File: config.mk
export PLATFORM = sky130hd
export DESIGN_NAME = fwd_hazard_unit
export DESIGN_NICKNAME = d
export VERILOG_FILES = /design/src/rtl/fwd_hazard_unit.sv
export SDC_FILE = /design/constraint.sdc
export NUM_CORES = 1
export LEC_CHECK = 0
export BUFFER_PORTS_ARGS = -buffer_cell sky130_fd_sc_hd__buf_2
export CORE_MARGIN = 2
export CORE_UTILIZATION = 38
export CTS_CLUSTER_SIZE = 28
export DETAILED_ROUTE_END_ITERATION = 8
export PLACE_DENSITY = 0.79
export SYNTH_ARGS = -nofsm -noshare
export SYNTH_HDL_FRONTEND = slang
export SYNTH_SLANG_ARGS = --single-unit
File: constraint.sdc
create_clock -name clk -period 1.13 [get_ports clk]
set_input_delay 0.113 -clock clk [delete_from_list [all_inputs] [get_ports clk]]
set_output_delay 0.113 -clock clk [all_outputs]
set_load 0.02 [all_outputs]
File: src/rtl/fwd_hazard_unit.sv
`default_nettype none
// ============================================================================
// Module   : fwd_hazard_unit
// Purpose  : Forwarding and load-use hazard unit for a 5-stage pipeline.
//            - Drives per-operand ALU mux selects from EX/MEM and MEM/WB.
//            - Detects load-use hazards and inserts LD_LAT bubbles through a
//              small stall FSM, so that multi-cycle data memory is supported.
// Ports    : clk, rst           clock, synchronous active-high reset
//            id_src/_vld        ID-stage source registers and read flags
//            ex_src/_vld        ID/EX source registers and read flags
//            ex_*, mem_*, wb_*  destination and write flags per stage
//            flush              branch/jump flush from EX
//            fwd_sel            2 bits per operand: 00 regfile, 10 EX/MEM,
//                               01 MEM/WB
//            stall_pc, stall_ifid, bubble_idex   stall controls
//            hz_busy            registered: FSM is in STALL
//            stall_cnt          (FWD_STALL_CNT_EN only) saturating count of
//                               bubble cycles
// Options  : define FWD_STALL_CNT_EN to add the stall_cnt port and counter.
// Revision : 1.0 - initial release
// ============================================================================
module fwd_hazard_unit #(
  parameter int REG_W    = 4,
  parameter int NUM_SRC  = 2,
  parameter int LD_LAT   = 1,
  parameter int ZERO_REG = 1
) (
  input  logic                     clk,
  input  logic                     rst,
  input  logic [NUM_SRC*REG_W-1:0] id_src,
  input  logic [NUM_SRC-1:0]       id_src_vld,
  input  logic [NUM_SRC*REG_W-1:0] ex_src,
  input  logic [NUM_SRC-1:0]       ex_src_vld,
  input  logic [REG_W-1:0]         ex_wr_reg,
  input  logic                     ex_reg_write,
  input  logic                     ex_mem_read,
  input  logic [REG_W-1:0]         mem_wr_reg,
  input  logic                     mem_reg_write,
  input  logic [REG_W-1:0]         wb_wr_reg,
  input  logic                     wb_reg_write,
  input  logic                     flush,
  output logic [2*NUM_SRC-1:0]     fwd_sel,
  output logic                     stall_pc,
  output logic                     stall_ifid,
  output logic                     bubble_idex,
  output logic                     hz_busy
`ifdef FWD_STALL_CNT_EN
  ,
  output logic [15:0]              stall_cnt
`endif
);

  typedef enum logic [0:0] {
    ST_IDLE  = 1'b0,
    ST_STALL = 1'b1
  } state_t;

  localparam logic [3:0] c_LAT_M1 = 4'(LD_LAT - 1);
  localparam logic       c_MULTI  = (LD_LAT > 1);
  localparam logic       c_ZHARD  = (ZERO_REG != 0);

  state_t             r_state;
  state_t             w_state_nxt;
  logic [3:0]         r_cnt;
  logic [3:0]         w_cnt_nxt;
  logic               w_stall;
  logic               w_detect;
  logic               w_ex_ok;
  logic               w_mem_ok;
  logic               w_wb_ok;
  logic [NUM_SRC-1:0] w_id_hit;

  // A destination is a legal forwarding/stall source unless it is the
  // hardwired zero register.
  assign w_ex_ok  = !c_ZHARD || (ex_wr_reg  != '0);
  assign w_mem_ok = mem_reg_write && (!c_ZHARD || (mem_wr_reg != '0));
  assign w_wb_ok  = wb_reg_write  && (!c_ZHARD || (wb_wr_reg  != '0));

  for (genvar i = 0; i < NUM_SRC; i++) begin : g_src
    logic [REG_W-1:0] w_ex_src;
    logic [REG_W-1:0] w_id_src;
    logic             w_mem_hit;
    logic             w_wb_hit;

    assign w_ex_src  = ex_src[i*REG_W +: REG_W];
    assign w_id_src  = id_src[i*REG_W +: REG_W];
    assign w_mem_hit = ex_src_vld[i] && w_mem_ok && (mem_wr_reg == w_ex_src);
    assign w_wb_hit  = ex_src_vld[i] && w_wb_ok  && (wb_wr_reg  == w_ex_src);

    // EX/MEM holds the younger result, so it wins over MEM/WB.
    assign fwd_sel[2*i +: 2] = rst       ? 2'b00 :
                               w_mem_hit ? 2'b10 :
                               w_wb_hit  ? 2'b01 : 2'b00;

    assign w_id_hit[i] = id_src_vld[i] && (w_id_src == ex_wr_reg);
  end

  assign w_detect = ex_mem_read && ex_reg_write && w_ex_ok && (|w_id_hit);

  // Next state and stall request. The first bubble comes combinationally from
  // IDLE; the FSM only covers the remaining LD_LAT-1 bubbles.
  always_comb begin
    w_state_nxt = r_state;
    w_cnt_nxt   = r_cnt;
    w_stall     = 1'b0;
    if (flush) begin
      w_state_nxt = ST_IDLE;
      w_cnt_nxt   = 4'd0;
    end else begin
      case (r_state)
        ST_IDLE: begin
          w_stall = w_detect;
          if (w_detect && c_MULTI) begin
            w_state_nxt = ST_STALL;
            w_cnt_nxt   = c_LAT_M1;
          end
        end
        ST_STALL: begin
          w_stall   = 1'b1;
          w_cnt_nxt = r_cnt - 4'd1;
          if (r_cnt <= 4'd1) begin
            w_state_nxt = ST_IDLE;
          end
        end
        default: begin
          w_state_nxt = ST_IDLE;
          w_cnt_nxt   = 4'd0;
        end
      endcase
    end
  end

  always_ff @(posedge clk) begin
    if (rst) begin
      r_state <= ST_IDLE;
      r_cnt   <= 4'd0;
    end else begin
      r_state <= w_state_nxt;
      r_cnt   <= w_cnt_nxt;
    end
  end

  assign stall_pc    = w_stall && !rst;
  assign stall_ifid  = w_stall && !rst;
  assign bubble_idex = w_stall && !rst;
  assign hz_busy     = (r_state == ST_STALL);

`ifdef FWD_STALL_CNT_EN
  logic [15:0] r_stall_cnt;

  always_ff @(posedge clk) begin
    if (rst) begin
      r_stall_cnt <= 16'd0;
    end else if (bubble_idex && (r_stall_cnt != 16'hFFFF)) begin
      r_stall_cnt <= r_stall_cnt + 16'd1;
    end
  end

  assign stall_cnt = r_stall_cnt;
`endif

endmodule
`default_nettype wire
==> impl_metrics.tcl, run 1 <==
set metrics [dict create \
    status "finished, violations left" \
    violations "setup timing" \
    core_area_um2 1490 \
    ys_seq_area_share_pct 16.7 \
    gr-usage-all-layers_pct 20.5 \
    synth_cell_type_count 20 \
    holdCritStartpoint "flush" \
    syn_nets 116 \
    worstPathMaxFanout 3 \
    nets 173 \
    fin_tns_setup_ns -0.425 \
    place_congestion 0.834 \
    die_w_um 43.7 \
    ant_nets 0 \
    rows 14 \
    hold_depth 4 \
    ys_ff_latch 5 \
    cp-end-kind "output pin" \
    maxSlewViolCount 0 \
    hold_class "in -> reg" \
    drt-total-wl_mm 1.94 \
    relSlewSlack_pct 76.1 \
    dieArea_um2 1910 \
    fin_crit_ns 1.23 \
    h-tree-depth 1 \
    p_leak_nw 0.468 \
    vias_per_cell 5.07 \
    final-setup-viol-count 7 \
    path_clk_slew_ns 0.05 \
    cp.arrival_ns 1.12 \
    grt_max_degree 7 \
    rsz0062_at_grt "yes" \
    vias 746 \
    finClkSkew_ns 0.00523 \
    cts-root-buf "clkbuf_4" \
    die_y_um 43.7 \
    antenna_found_initial 0 \
    fmax_ghz 0.814 \
    netlist_area_um2 598 \
    n_antenna_cell 0 \
    synth_warnings 0 \
    peakVddDrop_mv 0.336 \
    r2r_end "r_cnt[3]$_SDFFE_PP0P_" \
    start_util_pct 40.2 \
    grt_pass1_wl_mm 2.90 \
    layout-drive-gt1-share_pct 57.3 \
    layout_common_cells "buf_2, xnor2_1, buf_4" \
    powerDensity_nw_per_um2 634 \
    cts_buffers 3 \
    dpl.hpwl_mm 1.46 \
    tritoncts "yes" \
    drc 0 \
    post-route-period-util_pct 109 \
    wl_per_cell_um 13.2 \
    syn_avg_cell_area_um2 7.97 \
    crit_start "wb_wr_reg[2]" \
    pre_cts_slack_ns -0.117 \
    final_common_cell "buf_2" \
    setup_slack_ns -0.0988 \
    r2r_start "r_cnt[2]$_SDFFE_PP0P_" \
    worstPathRequired_ns 1.02 \
    hold_viol_final 0 \
    boundaryPins 47 \
    worst_hold_path.endpoint "hz_busy$_SDFF_PP0_" \
    r2r_cells 3 \
    grt-ovfl-total 0 \
    port_buffers 46 \
    detail_route.iter0.violations 5 \
    cts_sinks 5 \
    area.growth.synth_to_final_pct 82.6 \
    critical_path_class "in -> out" \
    dr.pass1.iters 3 \
    startpoint_type "primary input" \
    clk_latency_ns 0.25 \
    reg2reg_setup_slack_ns 0.10 \
    cts.path.max_buffers 2 \
    grt_pass1_vias 734 \
    worst_slew_pin_slew_ns 0.354 \
    synth_cells 75 \
    maxCapViolations 0 \
]
registers in the layout, indices dropped and copies added, names as in the netlist:
register / count
hz_busy: 1
r_cnt: 4
synth_stat cells:
library cell,n,area [um2]
a211oi_1,1,7.51
a31oi_1,1,6.26
buf_4,2,15.0
dfxtp_1,5,100
ha_1,2,25.0
inv_1,2,7.51
nand2_1,7,26.3
nand3_1,4,20.0
nand3b_1,1,7.51
nand4_1,1,6.26
nor2_1,7,26.3
nor3_1,4,20.0
nor4_1,5,31.3
nor4b_1,1,8.76
o21ai_0,1,5.00
o41ai_4,1,27.5
or2_2,1,6.26
or4_1,2,15.0
xnor2_1,20,175
xor2_1,7,61.3
metal layers:
layer  track usage, %  share of wire [%]
met5                0                  0
met4             10.9                2.7
met3             3.33                4.7
met2             37.6                 56
met1             22.0                 36
area by class of cell:
class,instances,area (um2)
multi-input combinational,66,563
fill,105,397
timing repair buffer,54,373
sequential,5,103
clock buffer,4,26.3
tap,16,20.0
inverter,2,7.51
critical path: stages:
cell	delay, ns
buf_8	0.10
or4_4	0.52
nand3b_1	0.16
nor4_2	0.07
buf_4	0.16
per-stage QoR:
step / cells / hold slack, ns / total power, mW / instance area, um2 / utilization, %
after floorplan: 75 / 0.278 / 0.290 / 626 / -
after global placement: 142 / 0.437 / 0.413 / 910 / 61.1
after detailed placement: 142 / 0.425 / 0.420 / 910 / 61.1
after CTS: 147 / 0.159 / 0.676 / 1040 / 69.6
after global routing: 147 / 0.176 / 0.746 / 1090 / 73.4
final: 147 / 0.166 / 0.692 / 1090 / 73.4
cell families (layout without fill, tap and decap cells):
family | count (synthesis) | in the layout | synth area share, %
AOI/OAI and AO/OA | 4 | 4 | 7.74
DFF | 5 | 5 | 16.7
buffers and inverters | 4 | 60 | 3.77
and+or+nand+nor | 33 | 33 | 28.0
xor gates and xnor gates | 27 | 27 | 39.5
adders and majority gates | 2 | 2 | 4.18
report_power, final:
| part | switching, mW | total, mW | internal [mW] | leakage, nW |
|---|---|---|---|---|
| registers | 0 | 0.177 | 0.177 | 0.0413 |
| clock network | 0.0821 | 0.216 | 0.134 | 0.0150 |
| logic | 0.134 | 0.299 | 0.165 | 0.412 |
| total | 0.216 | 0.692 | 0.476 | 0.468 |
timing repair:
item | CTS | global route
gates resized for setup | 21 | 14
pin swaps | 13 | 3
buffers inserted | 1 | 0
endpoints found under the setup margin | 7 | 9
hold buffers | 0 | 0
worst max-delay path by stage:
stage,to
final,fwd_sel[2]
after global routing,fwd_sel[2]
after CTS,fwd_sel[2]
after detailed placement,fwd_sel[2]
after global placement,fwd_sel[0]
after floorplan,stall_ifid
(Power assumes the default switching activity.)
==> inputs of run 2 (changes only) <==
--- a/config.mk
+++ b/config.mk
@@ -11,6 +11,7 @@
 export CTS_CLUSTER_SIZE = 28
 export DETAILED_ROUTE_END_ITERATION = 8
 export PLACE_DENSITY = 0.79
+export RECOVER_POWER = 100
 export SYNTH_ARGS = -nofsm -noshare
 export SYNTH_HDL_FRONTEND = slang
 export SYNTH_SLANG_ARGS = --single-unit
==> constraint.sdc (replaced) <==
create_clock -name clk -period 1.2 [get_ports clk]
set_input_delay 0.12 -clock clk [delete_from_list [all_inputs] [get_ports clk]]
set_output_delay 0.12 -clock clk [all_outputs]
set_load 0.02 [all_outputs]
==> impl_metrics.tcl, run 2 (same netlist as run 1, synthesis figures left out) <==
set metrics [dict create \
    violations "setup timing" \
    layout-drive-gt1-share_pct 54.1 \
    startpoint_type "primary input" \
    holdBufCountCts 0 \
    finClkSkew_ns 0.000535 \
    hold_viol_final 0 \
    layout_common_cells "buf_2, xnor2_1, buf_4" \
    clk_latency_ns 0.24 \
    setup_slack_ns -0.0480 \
    cts-root-buf "clkbuf_4" \
    grt_pass1_wl_mm 2.89 \
    detail_route.iter0.violations 3 \
    path_clk_slew_ns 0.04 \
    maxCapViolations 0 \
    grt_max_degree 7 \
    n_antenna_cell 0 \
    hold_class "in -> reg" \
    largest_register_ffs 4 \
    rows 14 \
    boundaryPins 47 \
    drc 0 \
    p_leak_nw 0.470 \
    reg2reg_setup_slack_ns 0.15 \
    cpMaxStageDelayCell "or4_1" \
    whs_ns 0.187 \
    dpl.cell_count 144 \
    p_clk_share_pct 30.4 \
    final-setup-viol-count 6 \
    p_comb_share_pct 43.8 \
    ant_nets 0 \
    vias_per_cell 5.15 \
    dieArea_um2 1910 \
    fillCellCount 113 \
    nets 175 \
    powerDensity_nw_per_um2 592 \
    power_frac_seq_pct 25.8 \
    final_common_cell "buf_2" \
    swShare_pct 30.4 \
    worstPathRequired_ns 1.08 \
    area.growth.synth_to_final_pct 82.4 \
    peakVddDrop_mv 0.420 \
    wl_per_cell_um 13.2 \
    worstPathMaxFanout 2 \
    gr-usage-all-layers_pct 20.2 \
    port_buffers 46 \
    cp-end-kind "output pin" \
    cts_buffers 3 \
    cpPeakStageDelay_ns 0.50 \
    pre_cts_slack_ns -0.0828 \
    fin_crit_ns 1.25 \
    utilization_pct 73.3 \
    path_delay_family "simple AND/OR/NAND/NOR gates" \
    top_register "r_cnt" \
    h-tree-depth 1 \
    post-route-period-util_pct 104 \
    grt-ovfl-total 0 \
    die_y_um 43.7 \
    relSlewSlack_pct 77.9 \
    dr.pass1.iters 2 \
    cp_cell_sequence "buf_6, or4_1, nand3b_1, nor4_2, buf_2" \
    cts.path.max_buffers 2 \
    maxSlewViolCount 0 \
    p_switching_mw 0.197 \
    start_util_pct 40.2 \
    vias 768 \
    critical_path_class "in -> out" \
    die_w_um 43.7 \
    status "finished, violations left" \
    worst-path-buf-inv 2 \
    fmax_ghz 0.801 \
    drt-total-wl_mm 1.96 \
    core_area_um2 1490 \
    tritoncts "yes" \
    stdcell_count 149 \
    p_int_mw 0.449 \
    rsz0062_at_grt "yes" \
    grt_pass1_vias 779 \
    cp.arrival_ns 1.13 \
    place_congestion 0.825 \
    antenna_found_initial 0 \
    worst_slew_pin_slew_ns 0.328 \
    cts_sinks 5 \
]
-- run 2: cell types whose count changed in the layout (fill, tap and decap cells not counted), sizes merged --
cell	previous run	this run
buf	54	55
clkbuf	4	5
-- run 2: repair_timing --
action                                  4_1_cts  5_1_grt
endpoints found under the setup margin        6        7
buffers inserted                              1        1
pin swaps                                     9        5
gates resized for setup                      18       13
-- run 2: cell type report --
type	count	area, um2	area share (%)
Multi-Input combinational cell	66	554	50.8
Timing Repair Buffer	56	383	35.1
Sequential cell	5	100	9.17
Clock buffer	4	26.3	2.41
Tap cell	16	20.0	1.83
Inverter	2	7.51	0.688
-- run 2: worst min-delay path: cells and delay by family --
kind / cells / cell delay [ns]
simple gates: 2 / 0.18
buf+inv: 1 / 0.09
-- run 2: worst paths after layout --
path	startpoint	end	cells past startpoint
setup / recovery	wb_wr_reg[1]	fwd_sel[2]	5
hold / removal	flush	r_cnt[0]$_SDFFE_PP0P_	3
setup reg to reg	r_cnt[0]$_SDFFE_PP0P_	r_cnt[2]$_SDFFE_PP0P_	5
hold reg to reg	r_cnt[3]$_SDFFE_PP0P_	hz_busy$_SDFF_PP0_	2
-- run 2: metal layers --
metal	GRT usage, %	routed length, um
met5	0	0
met1	16.8	623
met3	3.33	108
met4	11.5	58
met2	42.4	1170
-- run 2: power by group through the flow --
| stage | sequential, mW | combinational, mW | clock (mW) |
|---|---|---|---|
| CTS | 0.167 | 0.250 | 0.200 |
| detailed placement | 0.170 | 0.232 | 0 |
| floorplan | 0.170 | 0.102 | 0 |
| finish | 0.167 | 0.283 | 0.196 |
| global placement | 0.170 | 0.225 | 0 |
| global route | 0.167 | 0.304 | 0.207 |
-- run 2: stage by stage --
stage,cell area [um2],power [mW],TNS [ns]
2_1_floorplan,614,0.272,0
3_3_place_gp,917,0.394,-0.143
3_5_place_dp,917,0.401,-0.309
4_1_cts,1010,0.617,-0.139
5_1_grt,1090,0.677,-0.440
6_report,1090,0.646,-0.205
==> inputs of run 3 (changes only) <==
--- a/config.mk
+++ b/config.mk
@@ -10,7 +10,7 @@
 export CORE_UTILIZATION = 38
 export CTS_CLUSTER_SIZE = 28
 export DETAILED_ROUTE_END_ITERATION = 8
-export PLACE_DENSITY = 0.79
+export PLACE_DENSITY = 0.85
 export RECOVER_POWER = 100
 export SYNTH_ARGS = -nofsm -noshare
 export SYNTH_HDL_FRONTEND = slang
==> impl_metrics.tcl, run 3 (same netlist as run 1, synthesis figures left out) <==
set metrics [dict create \
    status "finished, violations left" \
    violations "setup timing" \
    port_buffers 46 \
    detail_route.iter0.violations 6 \
    start_util_pct 40.2 \
    n_antenna_cell 0 \
    wl_met2_mm 1.17 \
    cpPeakStageDelay_ns 0.29 \
    relSlewSlack_pct 75.6 \
    multi_input_area_um2 510 \
    die_y_um 43.7 \
    post-route-period-util_pct 106 \
    nets 172 \
    fmax_ghz 0.784 \
    startpoint_type "primary input" \
    peakVddDrop_mv 0.307 \
    gr-usage-all-layers_pct 19.3 \
    setup_slack_ns -0.0758 \
    worst-path-buf-inv 2 \
    utilization_pct 67.5 \
    worstPathRequired_ns 1.08 \
    vias 744 \
    grt_pass1_wl_mm 2.77 \
    vias_per_cell 5.10 \
    p_leak_nw 0.433 \
    cp-end-kind "output pin" \
    critical_path_class "in -> out" \
    regArea_um2 100 \
    grt-ovfl-total 0 \
    antenna_found_initial 0 \
    die_w_um 43.7 \
    ant_nets 0 \
    drt-total-wl_mm 1.92 \
    worst_slew_pin_slew_ns 0.365 \
    h-tree-depth 1 \
    wl_met1_um 608 \
    layout-drive-gt1-share_pct 48.5 \
    area.growth.synth_to_final_pct 68.0 \
    pre_cts_slack_ns -0.0468 \
    maxCapViolations 0 \
    cts_sinks 5 \
    core_area_um2 1490 \
    holdBufCountCts 0 \
    rows 14 \
    top_register "r_cnt" \
    top_layer_used "met4" \
    dr.pass1.iters 4 \
    final-setup-viol-count 6 \
    fillCellCount 130 \
    cp_cell_sequence "buf_6, xor2_1, nor4_2, a31oi_1, o21ai_2, buf_4" \
    grt_pass1_vias 690 \
    cpMaxStageDelayCell "nor4_2" \
    worstPathMaxFanout 3 \
    hold_class "in -> reg" \
    final_common_cell "buf_2" \
    dpl.hpwl_mm 1.54 \
    layout_common_cells "buf_2, xnor2_1, buf_6" \
    wl_per_cell_um 13.1 \
    fin_tns_setup_ns -0.300 \
    cp.arrival_ns 1.16 \
    boundaryPins 47 \
    place_congestion 0.790 \
    cts-root-buf "clkbuf_4" \
    cts_setup_buffers 0 \
    fin_crit_ns 1.28 \
    rsz0062_at_grt "yes" \
    powerDensity_nw_per_um2 617 \
    drc 0 \
    hold_viol_final 0 \
    tritoncts "yes" \
    route.met3.wl_um 98 \
    dieArea_um2 1910 \
    path_delay_family "compound AO/OA/AOI/OAI gates" \
    maxSlewViolCount 0 \
    clk_latency_ns 0.24 \
    whs_ns 0.182 \
    largest_register_ffs 4 \
    cts.path.max_buffers 2 \
    finClkSkew_ns 0.000504 \
    path_clk_slew_ns 0.04 \
    grt_max_degree 6 \
    cts_buffers 3 \
]
run 3: cell types whose count changed in the layout (fill, tap and decap cells not counted), moves of 2 or more:
cell	before	now
buf_4	11	8
buf_8	2	0
nor4_1	0	2
xnor2_1	17	19
xnor2_2	3	1
run 3: layer usage:
layer  GRT usage, %  up-vias
li1               -      368
met1           19.4      334
met2           39.7       37
met3           1.25        5
met4           7.27        0
met5              0        -
run 3: power breakdown:
group / switching (mW) / internal (mW)
Sequential: 0 / 0.167
Combinational: 0.115 / 0.139
Clock: 0.0740 / 0.126
Total: 0.189 / 0.431
run 3: timing repair:
item | in CTS | in global routing
endpoints found under the setup margin | 6 | 7
pin swaps | 5 | 3
cloned | 0 | 0
gates resized for setup | 15 | 4
run 3: per-stage QoR:
step / instance area [um2] / instances / total power [mW]
2_1_floorplan: 614 / 75 / 0.272
3_3_place_gp: 902 / 142 / 0.388
3_5_place_dp: 902 / 142 / 0.395
4_1_cts: 986 / 146 / 0.614
5_1_grt: 1000 / 146 / 0.655
6_report: 1000 / 146 / 0.620
run 3: path summary, 6_finish.rpt:
path / startpoint / to / slack (ns) / depth (start not counted)
setup / recovery: ex_wr_reg[3] / bubble_idex / -0.08 / 6
hold / removal: flush / r_cnt[0]$_SDFFE_PP0P_ / 0.18 / 3
setup reg to reg: r_cnt[0]$_SDFFE_PP0P_ / r_cnt[1]$_SDFFE_PP0P_ / 0.14 / 3
hold reg to reg: r_cnt[1]$_SDFFE_PP0P_ / r_cnt[1]$_SDFFE_PP0P_ / 0.52 / 2
run 3: final cells by class:
cell class	count	share of cell area, %
repair buffers	53	33.9
flip-flops and latches	5	9.96
inverters	2	0.747
multi-input cells	66	50.8
clock buffers	4	2.62
well taps	16	1.99
run 3: tightest hold or removal path, cell delays in order:
cell and delay [ns]:
buf_2 0.08, or2_2 0.13, nor2_1 0.05
